**src/rtl/axis_burst_gate_pkg.sv**
```systemverilog
// axis_burst_gate_pkg: shared FSM encoding and guard counter sizing for the burst gate
package axis_burst_gate_pkg;

   localparam logic [1:0] ST_IDLE  = 2'd0;
   localparam logic [1:0] ST_BURST = 2'd1;
   localparam logic [1:0] ST_GUARD = 2'd2;

   function automatic int guard_width(input int cycles);
      return (cycles < 1) ? 1 : $clog2(cycles + 1);
   endfunction

endpackage

```
**src/rtl/axis_burst_gate_if.sv**
```systemverilog
// axis_burst_gate_if: AXI-Stream handshake bundle with source (master) and sink (slave) views
interface axis_burst_gate_if #(
   parameter int DATA_WIDTH = 32
);

   logic [DATA_WIDTH-1:0] tdata;
   logic                  tvalid;
   logic                  tready;
   logic                  tlast;

   modport master (output tdata, output tvalid, output tlast, input tready);
   modport slave  (input tdata, input tvalid, input tlast, output tready);

endinterface

```
**src/rtl/axis_burst_gate_skid_slice.sv**
```systemverilog
// axis_skid_slice: two-entry registered skid buffer; outputs and s_ready all come from flops
module axis_skid_slice #(
   parameter int DATA_WIDTH = 33
) (
   input  logic                  aclk,
   input  logic                  aresetn,
   input  logic [DATA_WIDTH-1:0] s_data,
   input  logic                  s_valid,
   output logic                  s_ready,
   output logic [DATA_WIDTH-1:0] m_data,
   output logic                  m_valid,
   input  logic                  m_ready
);

   logic [DATA_WIDTH-1:0] sk_data;
   logic                  sk_valid;

   assign s_ready = ~sk_valid;

   // output register refills from the skid entry first; a stalled push parks in the skid entry
   always_ff @(posedge aclk or negedge aresetn) begin
      if (!aresetn) begin
         m_data   <= '0;
         m_valid  <= 1'b0;
         sk_data  <= '0;
         sk_valid <= 1'b0;
      end else if (m_ready || !m_valid) begin
         m_data   <= sk_valid ? sk_data : (s_valid ? s_data : m_data);
         m_valid  <= sk_valid || s_valid;
         sk_valid <= 1'b0;
      end else if (s_valid && !sk_valid) begin
         sk_data  <= s_data;
         sk_valid <= 1'b1;
      end
   end

endmodule

```
**src/rtl/axis_burst_gate.sv**
```systemverilog
// axis_burst_gate: releases FIFO data only as whole, tlast-terminated bursts of cfg_data words
module axis_burst_gate
   import axis_burst_gate_pkg::*;
#(
   parameter int AXIS_TDATA_WIDTH = 32,
   parameter int ADDR_WIDTH       = 9,
   parameter int GUARD_CYCLES     = 2
) (
   input  logic                  aclk,
   input  logic                  aresetn,
   input  logic [ADDR_WIDTH:0]   cfg_data,
   input  logic [ADDR_WIDTH:0]   count,
   axis_burst_gate_if.slave      s_axis,
   axis_burst_gate_if.master     m_axis,
   output logic [31:0]           sts_data,
   output logic                  busy
);

   localparam int GW = guard_width(GUARD_CYCLES);
   localparam logic [ADDR_WIDTH:0] ONE = 1;

   logic [1:0]              state;
   logic [ADDR_WIDTH:0]     remaining;
   logic [GW-1:0]           guard;
   logic                    slice_ready;
   logic                    push;
   logic                    done;
   logic [AXIS_TDATA_WIDTH:0] m_word;

   assign s_axis.tready = (remaining != '0) && slice_ready;
   assign push          = s_axis.tvalid && s_axis.tready;
   assign done          = (state == ST_BURST) && (remaining == '0) &&
                          m_axis.tvalid && m_axis.tready && m_axis.tlast;
   assign {m_axis.tlast, m_axis.tdata} = m_word;

   axis_skid_slice #(
      .DATA_WIDTH(AXIS_TDATA_WIDTH + 1)
   ) u_slice (
      .aclk    (aclk),
      .aresetn (aresetn),
      .s_data  ({remaining == ONE, s_axis.tdata}),
      .s_valid (push),
      .s_ready (slice_ready),
      .m_data  (m_word),
      .m_valid (m_axis.tvalid),
      .m_ready (m_axis.tready)
   );

   // burst sequencing: wait for a full burst in the FIFO, stream it, then idle while count settles
   always_ff @(posedge aclk or negedge aresetn) begin
      if (!aresetn) begin
         state     <= ST_IDLE;
         remaining <= '0;
         guard     <= '0;
         sts_data  <= '0;
         busy      <= 1'b0;
      end else begin
         case (state)
            ST_IDLE: begin
               if (cfg_data != '0 && count >= cfg_data) begin
                  state     <= ST_BURST;
                  remaining <= cfg_data;
                  busy      <= 1'b1;
               end
            end
            ST_BURST: begin
               if (push) remaining <= remaining - ONE;
               if (done) begin
                  sts_data <= sts_data + 32'd1;
                  busy     <= 1'b0;
                  guard    <= GW'(GUARD_CYCLES);
                  state    <= (GUARD_CYCLES == 0) ? ST_IDLE : ST_GUARD;
               end
            end
            ST_GUARD: begin
               guard <= guard - GW'(1);
               if (guard <= GW'(1)) state <= ST_IDLE;
            end
            default: state <= ST_IDLE;
         endcase
      end
   end

endmodule

```
**src/flat_wrapper.sv**
```systemverilog
// flat-port wrapper written by rule: the top's interface ports become plain ports
module axis_burst_gate_flat import axis_burst_gate_pkg::*;
#(
   parameter int AXIS_TDATA_WIDTH = 32,
   parameter int ADDR_WIDTH       = 9,
   parameter int GUARD_CYCLES     = 2
)
  (aclk, aresetn, cfg_data, count, sts_data, busy, s_axis_tdata, s_axis_tvalid, s_axis_tlast, s_axis_tready, m_axis_tdata, m_axis_tvalid, m_axis_tlast, m_axis_tready);
  axis_burst_gate_if #(.DATA_WIDTH(32)) s_axis_i ();
  axis_burst_gate_if #(.DATA_WIDTH(32)) m_axis_i ();
  input  logic aclk;
  input  logic aresetn;
  input  logic [ADDR_WIDTH:0] cfg_data;
  input  logic [ADDR_WIDTH:0] count;
  output logic [31:0] sts_data;
  output logic busy;
  input wire logic [$bits(s_axis_i.tdata)-1:0] s_axis_tdata;
  input wire logic [$bits(s_axis_i.tvalid)-1:0] s_axis_tvalid;
  input wire logic [$bits(s_axis_i.tlast)-1:0] s_axis_tlast;
  output wire logic [$bits(s_axis_i.tready)-1:0] s_axis_tready;
  output wire logic [$bits(m_axis_i.tdata)-1:0] m_axis_tdata;
  output wire logic [$bits(m_axis_i.tvalid)-1:0] m_axis_tvalid;
  output wire logic [$bits(m_axis_i.tlast)-1:0] m_axis_tlast;
  input wire logic [$bits(m_axis_i.tready)-1:0] m_axis_tready;
  assign s_axis_i.tdata = s_axis_tdata;
  assign s_axis_i.tvalid = s_axis_tvalid;
  assign s_axis_i.tlast = s_axis_tlast;
  assign s_axis_tready = s_axis_i.tready;
  assign m_axis_tdata = m_axis_i.tdata;
  assign m_axis_tvalid = m_axis_i.tvalid;
  assign m_axis_tlast = m_axis_i.tlast;
  assign m_axis_i.tready = m_axis_tready;
  axis_burst_gate #(.AXIS_TDATA_WIDTH(AXIS_TDATA_WIDTH), .ADDR_WIDTH(ADDR_WIDTH), .GUARD_CYCLES(GUARD_CYCLES)) u_core (.aclk(aclk), .aresetn(aresetn), .cfg_data(cfg_data), .count(count), .s_axis(s_axis_i), .m_axis(m_axis_i), .sts_data(sts_data), .busy(busy));
endmodule
```
**config.mk**
```make
export PLATFORM = sky130hd
export DESIGN_NAME = axis_burst_gate_flat
export DESIGN_NICKNAME = d
export VERILOG_FILES = /design/src/rtl/axis_burst_gate_pkg.sv /design/src/rtl/axis_burst_gate_if.sv /design/src/rtl/axis_burst_gate_skid_slice.sv /design/src/rtl/axis_burst_gate.sv /design/src/flat_wrapper.sv
export SDC_FILE = /design/constraint.sdc
export NUM_CORES = 1
export LEC_CHECK = 0
export ABC_AREA = 0
export BUFFER_PORTS_ARGS = -buffer_cell sky130_fd_sc_hd__buf_2
export CAP_MARGIN = 40
export CORE_ASPECT_RATIO = 0.7
export CORE_MARGIN = 4
export CORE_UTILIZATION = 58
export CTS_CLUSTER_SIZE = 8
export DETAILED_ROUTE_END_ITERATION = 10
export GPL_ROUTABILITY_DRIVEN = 1
export GPL_TIMING_DRIVEN = 0
export PLACE_DENSITY = 0.95
export REMOVE_ABC_BUFFERS = 1
export SLEW_MARGIN = 5
export SYNTH_ARGS = -nofsm -noshare
export SYNTH_HDL_FRONTEND = slang
export SYNTH_SLANG_ARGS = --single-unit
```
**constraint.sdc**
```tcl
create_clock -name aclk -period 3.3 [get_ports aclk]
set_input_delay 0.33 -clock aclk [delete_from_list [all_inputs] [get_ports aclk]]
set_output_delay 0.33 -clock aclk [all_outputs]
set_load 0.03 [all_outputs]
```
-- After elaboration in Yosys (flattened, before gate mapping)
Index checks and enable logic that the tools add are counted.
- bits of input ports: 57
- bits in writable memories: 0
- memories kept: 0
- word-level logic and storage cells: 65
- bits in read-only memories: 0
- register bits after elaboration: 115
- output and inout bits: 68
- latch bits: 0
- shift-type cells: 0
- add/subtract/negate cells: 3
- bitwise operators: 2
- divide/modulo/power cells: 0
- equality and inequality tests: 7
- order comparisons: 2
- reductions and logical operators: 27
- mux-type cells: 15
- multiply operators: 0
- operators with widths (kind ; number):
    two-way mux 33 bit ; 2
    adder 32 x 1 -> 32 bit (second input constant) ; 1
    two-way mux 10 bit ; 2
    one-hot mux 10 bit (2 select lines) ; 1
    nonzero test 10 bit ; 2
    == test 10 x 1 -> 1 bit (second input constant) ; 1
    >= comparator 10 bit ; 1
    zero test 10 bit ; 1
    subtractor 10 x 1 -> 10 bit (second input constant) ; 1
    AND reduction 3 bit ; 3
    logical AND 1 bit ; 8
    AND reduction 2 bit ; 4
    nonzero test 2 bit ; 4
    two-way mux 2 bit ; 3
    inequality test 2 x 1 -> 1 bit (second input constant) ; 3
    one-hot mux 2 bit (3 select lines) ; 1
    two-way mux 1 bit ; 4
    one-hot mux 2 bit (2 select lines) ; 1
    == test 2 x 1 -> 1 bit (second input constant) ; 1
    == test 2 bit (second input constant) ; 1
    <= comparator 2 x 1 -> 1 bit (second input constant) ; 1
    zero test 1 bit ; 2
    zero test 2 bit ; 1
    logical OR 1 bit ; 2
    other kinds (4) ; 5

-- Depth between registers and ports, before layout
- word-level depth: 7
- mapped depth: 9
- depth with buffers taken out: 8

-- Cells and area by module
From an unflattened synthesis, not the netlist that was laid out.
- cell total of the unflattened synthesis: 455
- area total of the unflattened synthesis: 5636.7 sq um
- modules (own cells, without submodules) (module ; seq. area each (sq um) ; cells an instance ; times used ; area each (sq um)):
    axis_skid_slice ; 1701.6 ; 185 ; 1 ; 2976.6
    axis_burst_gate ; 1176.1 ; 270 ; 1 ; 2660.1

-- Worst setup path before layout
OpenSTA, ideal clock, no wires.
- path kind: input-to-reg
- from: in cfg_data[7]
- to: reg u_core.remaining[1]
- required time: 3221 ps
- path buffers: 1
- cell stages on the path: 9
- path slack: 1204 ps
- arrival: 2017 ps
- cells stage by stage: inv_1 > ha_1 > a211oi_1 > nor2_1 > or3_1 > o21bai_1 > and2_0 > clkbuf_2 > mux2i_1
- word-level cells in the longest chain between the ends: 4
- ends and longest elaborated chain (item ; RTL line ; text):
    start: declaration ; flat_wrapper.sv:13 ; input logic [ADDR_WIDTH:0] cfg_data;
    >= comparator 10 bit or nonzero test 10 bit (tied branches) ; axis_burst_gate.sv:60 ; if (cfg_data != '0 && count >= cfg_data) begin
    logical AND 1 bit * ; axis_burst_gate.sv:60 ;
    inequality test 2 x 1 -> 1 bit (no source line) * ; - ;
    AND reduction 3 bit (no source line) * ; - ;
    end signal: assignment ; axis_burst_gate.sv:62 ; remaining <= cfg_data;
    end signal: assignment ; axis_burst_gate.sv:67 ; if (push) remaining <= remaining - ONE;
    end: declaration ; axis_burst_gate.sv:23 ; logic [ADDR_WIDTH:0] remaining;
Every way passes the cells marked *; elsewhere a longest branch is shown, timed or not.
A chain may end at the register's enable or synchronous reset.

-- Worst setup path after layout
Same ends and word-level chain as after synthesis.

==> run summary <==
====================================================================================================
Summed instance area of the synthesized netlist                                         0.00543 sq mm
IO Count                                                                                         125
Initial antenna violation count                                                                    0
Relative slew slack                                                                            0.483
Inserted Clock Buffers                                                                            17
Result of the run                                                                       complete, no violations
Class of the most critical hold timing path                                             input pin to flip-flop
Height of the die                                                                            88.9 um
Number of routed nets with antenna violations                                                      0
Crit path max-delay cell type                                                               o21bai_1
Core area                                                                               0.00911 sq mm
GRT Total Usage                                                                                0.241
Avg Inst Size Synth                                                                       11.2 sq um
Final critical delay including setup and external delays                                     2500 ps
Count of cell types in the netlist                                                                48
Port-buffer cells                                                                                123
Detailed-route wire length per cell                                                          16.6 um
Number of standard cells in the final layout excluding fillers                                   746
Required arrival time at the worst endpoint                                                  3620 ps
Setup TNS after final layout                                                                    0 ps
Max-Cap Viols                                                                                      0
Clock tree from TritonCTS                                                                      built
Cell area power density                                                                  695 mW/mm^2
Category of the critical setup timing path                                              input pin to flip-flop
Via/cell ratio                                                                                  5.71
CTS Root Buffer Type                                                                       clkbuf_16
RePlAce Congestion                                                                             0.821
Leakage component of the power                                                               3.28 nW
Peak fanout along the critical path                                                                8
Layout cell share with drive strength beyond 1                                                 0.333
Floorplan row count                                                                               29
Clock buffer depth                                                                                 2
Overall overflow remaining after global route                                                      0
Worst ir drop on vdd                                                                        0.528 mV
Maximum clock frequency                                                                    0.401 GHz
Clock-pin slew reported for the worst setup and hold paths after clock tree synthesis          50 ps
Cells along the critical path                                                           buf_2 -> inv_1 -> ha_1 -> a211oi_1 -> nor2_1 -> or3_1 -> o21bai_1 -> buf_4 -> and2_0 -> mux2i_1
Total Power Consumption                                                                      4.75 mW
Number of cells in the design after placement                                                    714
Final #Nets                                                                                      682
Largest area contributor in the synthesized netlist                                          dfrtp_1
Core occupancy in the finished layout                                                          0.750
Portion of the post-synthesis area used by sequential elements                                 0.530
Share of synthesized registers carrying an async set or reset                                   1.00
Predominant post-synthesis flop cell                                                         dfrtp_1
H-tree lvl count                                                                                   4
Count of flip-flops with a built-in enable after synthesis                                         0
Post-detail-place hpwl                                                                       8.81 mm
Worst skew pair latency                                                                       400 ps
Number of instances resized during post-cts repair                                                 0
Crit end category                                                                          flip-flop
Critical path arrival                                                                        2820 ps
Final wirelength                                                                             12.4 mm
Area of the die                                                                         0.0110 sq mm
Post-synth top area share                                                                      0.530
Wire length of the first global-routing pass                                                 20.6 mm
Growth of design area from synthesis to finish                                                 25.8%
Sort of element at the start of the critical path                                          input pin
Worst hold margin                                                                             176 ps
CTS sink count                                                                                   115
Final setup fails                                                                                  0
Synthesized flop and latch total                                                                 115
Final Slew Violations                                                                              0
Vias in the first global route                                                                 4,356
Final Hold Vio Count                                                                               0
Routed vias                                                                                    4,257
N_diodes                                                                                           0
Post-route clock period utilization                                                            0.757
Slowest cell delay on critical path                                                           500 ps
DRC errors left                                                                                    0
Setup repair after global routing missed its margin                                               no
Initial core utilization                                                                       0.596
Horiz. Die Dim                                                                                124 um
Setup skew after layout                                                                      10.1 ps
Largest cells by area after synthesis                                                   dfrtp_1 53%, mux2_2 6.6%, mux2i_1 6.3%
Delay-heaviest family, CP                                                               simple AND/OR/NAND/NOR gates
Crit path buf inv count                                                                            3
Count of routing violations after the opening detailed-route iteration                           262
Cell count after synthesis                                                                       485
Largest net degree at the start of global routing                                                 66
Synthesis warning total                                                                            0
Transition time at the pin with the least slew margin                                         770 ps
Router iterations before antenna repair                                                            4
====================================================================================================
[metal layers]
layer,global-route usage,vias up,share of wire
met3,0.0595,29,0.074
met2,0.408,182,0.50
met1,0.301,2087,0.41
met4,0.0995,0,0.018
li1,-,1959,-
met5,0,-,0
[stage by stage]
stage | setup WS, ps | instance area (sq um)
after floorplan | 231 | 5310
after global placement | -754 | 6080
after detailed placement | 435 | 6210
after CTS | 862 | 6830
after global routing | 613 | 6830
final | 803 | 6830
[synth_stat cells (all sizes together), types with 11 or more instances]
master and n:
nor2 20, nand3 21, buf 14, dfrtp 115
mux2i 34, inv 18, xnor2 30, nand4 12
a21oi 11, nand2 52, mux2 32, ha 15
o21ai 40
[state kept, by name, indices dropped and copies added (netlist names)]
register                 count
u_core.busy                  1
u_core.u_slice.sk_valid      1
u_core.sts_data             32
u_core.guard                 2
u_core.u_slice.m_data       33
u_core.u_slice.m_valid       1
u_core.state                 2
u_core.u_slice.sk_data      33
u_core.remaining            10
[path summary, 6_finish.rpt]
check                                     startpoint                          to  slack, ps  depth (start not counted)
max reg2reg                      u_core.remaining[4]         u_core.remaining[1]        870                          6
max in group asynchronous                    aresetn     u_core.u_slice.sk_valid       2170                          3
min reg2reg                u_core.u_slice.m_data[20]   u_core.u_slice.m_data[20]        470                          2
min                                 s_axis_tdata[20]  u_core.u_slice.sk_data[20]        180                          2
min in group asynchronous                    aresetn   u_core.u_slice.m_data[21]        450                          2
max                                      cfg_data[7]         u_core.remaining[1]        800                         10
[cell usage in the layout, fill, tap and decap left out, types with 3 or more instances in the layout]
| master | instances |
|---|---|
| nor2_1 | 20 |
| ha_1 | 15 |
| and3_1 | 8 |
| nand4_1 | 9 |
| xnor2_1 | 30 |
| nand3_1 | 20 |
| nor3_1 | 3 |
| a21oi_1 | 11 |
| o221a_2 | 3 |
| clkbuf_16 | 17 |
| inv_1 | 18 |
| buf_2 | 122 |
| and2_1 | 4 |
| o211ai_1 | 4 |
| mux2i_1 | 34 |
| clkinv_2 | 5 |
| nand2_1 | 52 |
| o21ai_0 | 40 |
| mux2_2 | 32 |
| bufinv_16 | 4 |
| a211oi_1 | 3 |
| nand4_2 | 3 |
| a31oi_1 | 4 |
| nor4_1 | 4 |
| dfrtp_1 | 114 |
[repair_timing]
item	4_1_cts	5_1_grt
hold endpoints to repair	50	0
setup buffers	0	0
hold buffers	1	0
[power breakdown]
group / switching [mW] / leakage, nW / internal (mW) / total [mW]
Clock: 0.610 / 0.295 / 1.27 / 1.88
Combinational: 0.607 / 1.55 / 0.394 / 1.00
Sequential: 0.197 / 1.44 / 1.67 / 1.87
Total: 1.41 / 3.28 / 3.33 / 4.75
[kinds of logic (layout without fill, tap and decap cells)]
logic type / Yosys count / count (layout) / synth area share
buffers and inverters: 42 / 179 / 0.0346
AND/OR/NAND/NOR: 143 / 143 / 0.142
XOR/XNOR: 31 / 31 / 0.0500
multiplexers: 66 / 66 / 0.129
adder cells (fa/ha/maj): 15 / 15 / 0.0346
flip-flops: 115 / 115 / 0.530
AO/OA/AOI/OAI: 73 / 73 / 0.0793
[worst reg2reg max path: stages, from the launching register on]
cell,delay (ps)
dfrtp_1,450
nor4_4,470
nand3_2,250
nand2_1,230
or3_1,350
and2_0,360
mux2i_1,230
[layout make-up]
| type | count | area [sq um] |
|---|---|---|
| timing repair buffer | 130 | 749 |
| inverter | 18 | 67.6 |
| clock inverter | 11 | 160 |
| clock buffer | 20 | 447 |
| sequential | 115 | 2880 |
| fill | 620 | 2280 |
| multi-input combinational | 328 | 2370 |
| tap | 124 | 155 |
(Power assumes the default switching activity.)
